`src/rtl/cnt_pair_sched.sv`:
```
// Two-requester round-robin scheduler driving a counter pair (v, imp) whose
// values are held complementary; ops are LOAD (set v) and STEP (increment v N times).
module cnt_pair_sched #(
  parameter int unsigned W = 4
) (
  input  logic         clk,
  input  logic         rst,
  input  logic         req0,
  input  logic         req1,
  input  logic         op0,
  input  logic         op1,
  input  logic [W-1:0] arg0,
  input  logic [W-1:0] arg1,
  output logic         gnt0,
  output logic         gnt1,
  output logic         done0,
  output logic         done1,
  output logic         busy,
  output logic [W-1:0] v,
  output logic [W-1:0] out,
  output logic         inv_ok
);

  typedef enum logic [1:0] {S_IDLE, S_LOAD, S_STEP, S_DONE} state_t;

  state_t       state, state_nx;
  logic [W-1:0] imp;
  logic [W-1:0] rem;
  logic [W-1:0] arg_q;
  logic         owner;
  logic         rr;
  logic         first;
  logic         any_req;
  logic         win;
  logic         win_op;
  logic [W-1:0] win_arg;

  always_comb begin
    any_req = req0 | req1;
    win     = (req0 & req1) ? rr : req1;
    win_op  = win ? op1 : op0;
    win_arg = win ? arg1 : arg0;
  end

  always_comb begin
    state_nx = state;
    case (state)
      S_IDLE: if (any_req) state_nx = win_op ? S_STEP : S_LOAD;
      S_LOAD: state_nx = S_DONE;
      // The last increment happens on the cycle rem goes 1 -> 0; N = 0 leaves after one idle STEP cycle.
      S_STEP: if (rem <= W'(1)) state_nx = S_DONE;
      S_DONE: state_nx = S_IDLE;
      default: state_nx = S_IDLE;
    endcase
  end

  always_ff @(posedge clk) begin
    if (rst) state <= S_IDLE;
    else     state <= state_nx;
  end

  always_ff @(posedge clk) begin
    if (rst) begin
      v     <= '0;
      imp   <= '1;
      rem   <= '0;
      arg_q <= '0;
      owner <= 1'b0;
      rr    <= 1'b0;
      first <= 1'b0;
    end else begin
      first <= 1'b0;
      case (state)
        S_IDLE: if (any_req) begin
          owner <= win;
          arg_q <= win_arg;
          rem   <= win_arg;
          first <= 1'b1;
        end
        S_LOAD: begin
          v   <= arg_q;
          imp <= ~arg_q;
        end
        S_STEP: if (rem != '0) begin
          v   <= v + 1'b1;
          imp <= imp - 1'b1;
          rem <= rem - 1'b1;
        end
        S_DONE: rr <= ~owner;
        default: ;
      endcase
    end
  end

  always_comb begin
    gnt0   = first & ~owner;
    gnt1   = first & owner;
    done0  = (state == S_DONE) & ~owner;
    done1  = (state == S_DONE) & owner;
    busy   = (state != S_IDLE);
    out    = v & ~imp;
    inv_ok = (v == ~imp);
  end

endmodule
```
`config.mk`:
```
export PLATFORM = sky130hd
export DESIGN_NAME = cnt_pair_sched
export DESIGN_NICKNAME = d
export VERILOG_FILES = /design/src/rtl/cnt_pair_sched.sv
export SDC_FILE = /design/constraint.sdc
export NUM_CORES = 1
export LEC_CHECK = 0
export ABC_CLOCK_PERIOD_IN_PS = 2200
export BUFFER_PORTS_ARGS = -buffer_cell sky130_fd_sc_hd__buf_2
export CORE_ASPECT_RATIO = 0.6
export CORE_MARGIN = 1.5
export CORE_UTILIZATION = 54
export DETAILED_ROUTE_END_ITERATION = 10
export HOLD_SLACK_MARGIN = 0.05
export MAX_ROUTING_LAYER = met4
export PLACE_DENSITY_LB_ADDON = 0.1
export SLEW_MARGIN = 20
export SYNTH_ARGS = -nofsm -noshare
export SYNTH_HDL_FRONTEND = slang
export SYNTH_SLANG_ARGS = --single-unit
```
`constraint.sdc`:
```
create_clock -name clk -period 2.2 [get_ports clk]
set_input_delay 0.44 -clock clk [delete_from_list [all_inputs] [get_ports clk]]
set_output_delay 0.44 -clock clk [all_outputs]
set_load 0.1 [all_outputs]
```
==> flow_summary.toml <==
[pwr]
ir_drop_uv = 801
power_density_nw_per_um2 = 1630
leakagePower_nw = 0.745

[yosys]
synth_flop_cell = "dfxtp_1"
ys_async_sr_fraction_pct = 0
synth_top_area_share_pct = 30.9
synth-seq-cells = 21
yosysTopAreaCell = "dfxtp_1"
synth-seq-area-share_pct = 30.9
syn_inst = 166
yosysWarnings = 0
yosys-top-cells-area = "dfxtp_1 31%, ha_1 12%, nor2_1 4.4%"
syn_area_per_cell_sq_um = 8.20
syn-cell-area_sq_um = 1360
synth_edf_count = 0
synth_nets = 193
synth_cell_type_count = 44

[timing]
hold_viol = 0
period_needed_ns = 2.05
final.setup.worst_slack_ns = 0.151
finClkSkew_ns = 0.00220
setup_viol_count_final = 0
maxSlewHeadroom_pct = 67.8
whs_ns = 0.490
slew_violations = 0
max_freq_mhz = 488
period_share_pct = 93.1
tightest_slew_ns = 0.487
rsz0062_at_grt = "no"

[cells_and_area]
fin_util_pct = 70.3
instances_no_fill = 219
drive_above_1_share_pct = 23.3
final_cell_mix = "26 x buf_2, 17 x dfxtp_1, 16 x nor2_1, 11 x ha_1, 10 x inv_1"
syn2layout_area_growth_pct = 17.6
fin_nets = 217
mostFrequentLayoutCell = "buf_2"
diodes = 0

[placement]
hpwlAfterDp_microns = 2570
io_buffers = 27
gp_congestion = 0.885
dp.cells = 215
pre_cts_slack_ns = 0.360

[job]
drv_cap = 0

[clock_network]
cts_buffer_depth = 2
h-tree-depth = 1
cts.clk_slew.worst_paths_ns = 0.07
cts_root_buffer = "clkbuf_8"
cts_tree = "done"
clk_latency_ns = 0.27
cts.sinks = 21
cts_buffers = 3

[min_path]
min_from = "arg0[3]"
hold_class = "input port to register"

[grt]
grt_pass1_wl_microns = 5610
grt_pass1_vias = 1211
grt_antenna_before_repair = 0
grt_max_degree = 29
grt_usage_pct = 27.8
overflow = 0

[critical_path]
cpPeakStageDelay_ns = 0.37
endpoint_kind = "output port"
arrival_ns = 1.61
r2r-start = "state[0]$_SDFFE_PP0P_"
criticalPathCategory = "register to output port"
crit_fanout = 4
cpMaxStageDelayCell = "dfxtp_1"
cp_cell_sequence = "inv_1, ha_4, nor4_4, clkbuf_4"
crit_required_ns = 1.76
cp-start-kind = "register"
critical_path.startpoint = "imp[2]$_SDFFE_PP1P_"

[routing]
wl_per_cell_microns = 15.3
dr.pass1.iters = 5
postRouteAntennaNets = 0
drc_errors = 0
wl_microns = 3340
drt-vias-per-instance = 6.00
drt_iter0_drc = 149
vias = 1313

[floorplan]
fp-row-count = 13
die_h_microns = 41.9
core_area_sq_um = 2280
pin_count = 28
dieArea_sq_um = 2840
initial_utilization_pct = 59.8
die_x_microns = 67.8

[status]
status = "complete, no violations"
## layout make-up
class	instances	area (sq um)
well taps	30	37.5
fillers	186	677
flip-flops and latches	21	435
clock buffers	4	45.0
multi-input cells	126	900
repair buffers	28	145
inverters	10	37.5
## critical path, delay by kind of cell, from the launching register on
kind                     cells  cell delay [ns]
AND/OR/NAND/NOR              1             0.26
buffers and inverters        2             0.46
flip-flops                   1             0.37
adder cells (fa/ha/maj)      1             0.25
## repair_timing
item,in CTS,in global routing
buffers inserted,0,0
gates resized for setup,0,1
hold buffers,0,0
endpoints found under the hold margin,0,0
setup endpoints to repair,0,1
## cells in the mapped netlist, types with 2 or more instances
cell type / number
o31ai_1: 2
o21ai_0: 9
inv_1: 10
a211o_1: 3
nor2_1: 16
and2_1: 4
dfxtp_1: 21
clkbuf_1: 3
buf_2: 3
a31oi_1: 2
nand2_1: 6
nor2b_1: 8
a211oi_1: 5
and3_1: 3
nor3_1: 7
nand3_1: 6
a21oi_1: 8
a311oi_1: 2
ha_1: 13
nand2b_1: 8
o21bai_1: 3
nor3b_1: 2
## per-stage QoR
step | total power, W | setup TNS, ns | instance area, sq um
after floorplan | 0.00204 | -0.138 | 1420
after global placement | 0.00225 | 0 | 1550
after detailed placement | 0.00232 | 0 | 1550
after CTS | 0.00258 | 0 | 1600
after global routing | 0.00279 | 0 | 1600
final | 0.00261 | 0 | 1600
## kinds of logic after synthesis
family,Yosys count,share of synthesized area (%)
adders and majority gates,13,11.9
DFF,21,30.9
AOI/OAI and AO/OA,45,23.7
buffers and inverters,19,6.16
and+or+nand+nor,66,25.9
xor gates and xnor gates,1,0.643
muxes,1,0.735
## final timing paths
| path | end | slack (ns) | cells past startpoint |
|---|---|---|---|
| worst max-delay path | inv_ok | 0.15 | 4 |
| worst min-delay path | arg_q[3]$_SDFFE_PP0P_ | 0.49 | 3 |
| worst max register to register | rem[3]$_SDFFE_PP0P_ | 0.36 | 6 |
| worst min register to register | v[0]$_SDFFE_PP0P_ | 0.50 | 1 |
## layer usage
| metal | up-vias | part of all wire (%) | track usage, % |
|---|---|---|---|
| met5 | - | 0 | - |
| met4 | 0 | 1.6 | 9.20 |
| met3 | 6 | 8.9 | 7.86 |
| met2 | 52 | 43 | 37.5 |
| met1 | 616 | 47 | 39.5 |
| li1 | 639 | - | - |
## registers in the layout (all words and copies together), names as in the netlist
signal and cells:
arg_q 4, first 1, imp 4, owner 1
rem 4, rr 1, state 2, v 4
## power breakdown
| part | switching [W] | internal (W) | leakage [nW] |
|---|---|---|---|
| Combinational | 0.00118 | 0.000515 | 0.546 |
| Clock | 0.000132 | 0.000130 | 0.0228 |
| Sequential | 0.000132 | 0.000524 | 0.176 |
| Total | 0.00144 | 0.00117 | 0.745 |
Power figures use the tool's default switching activity.
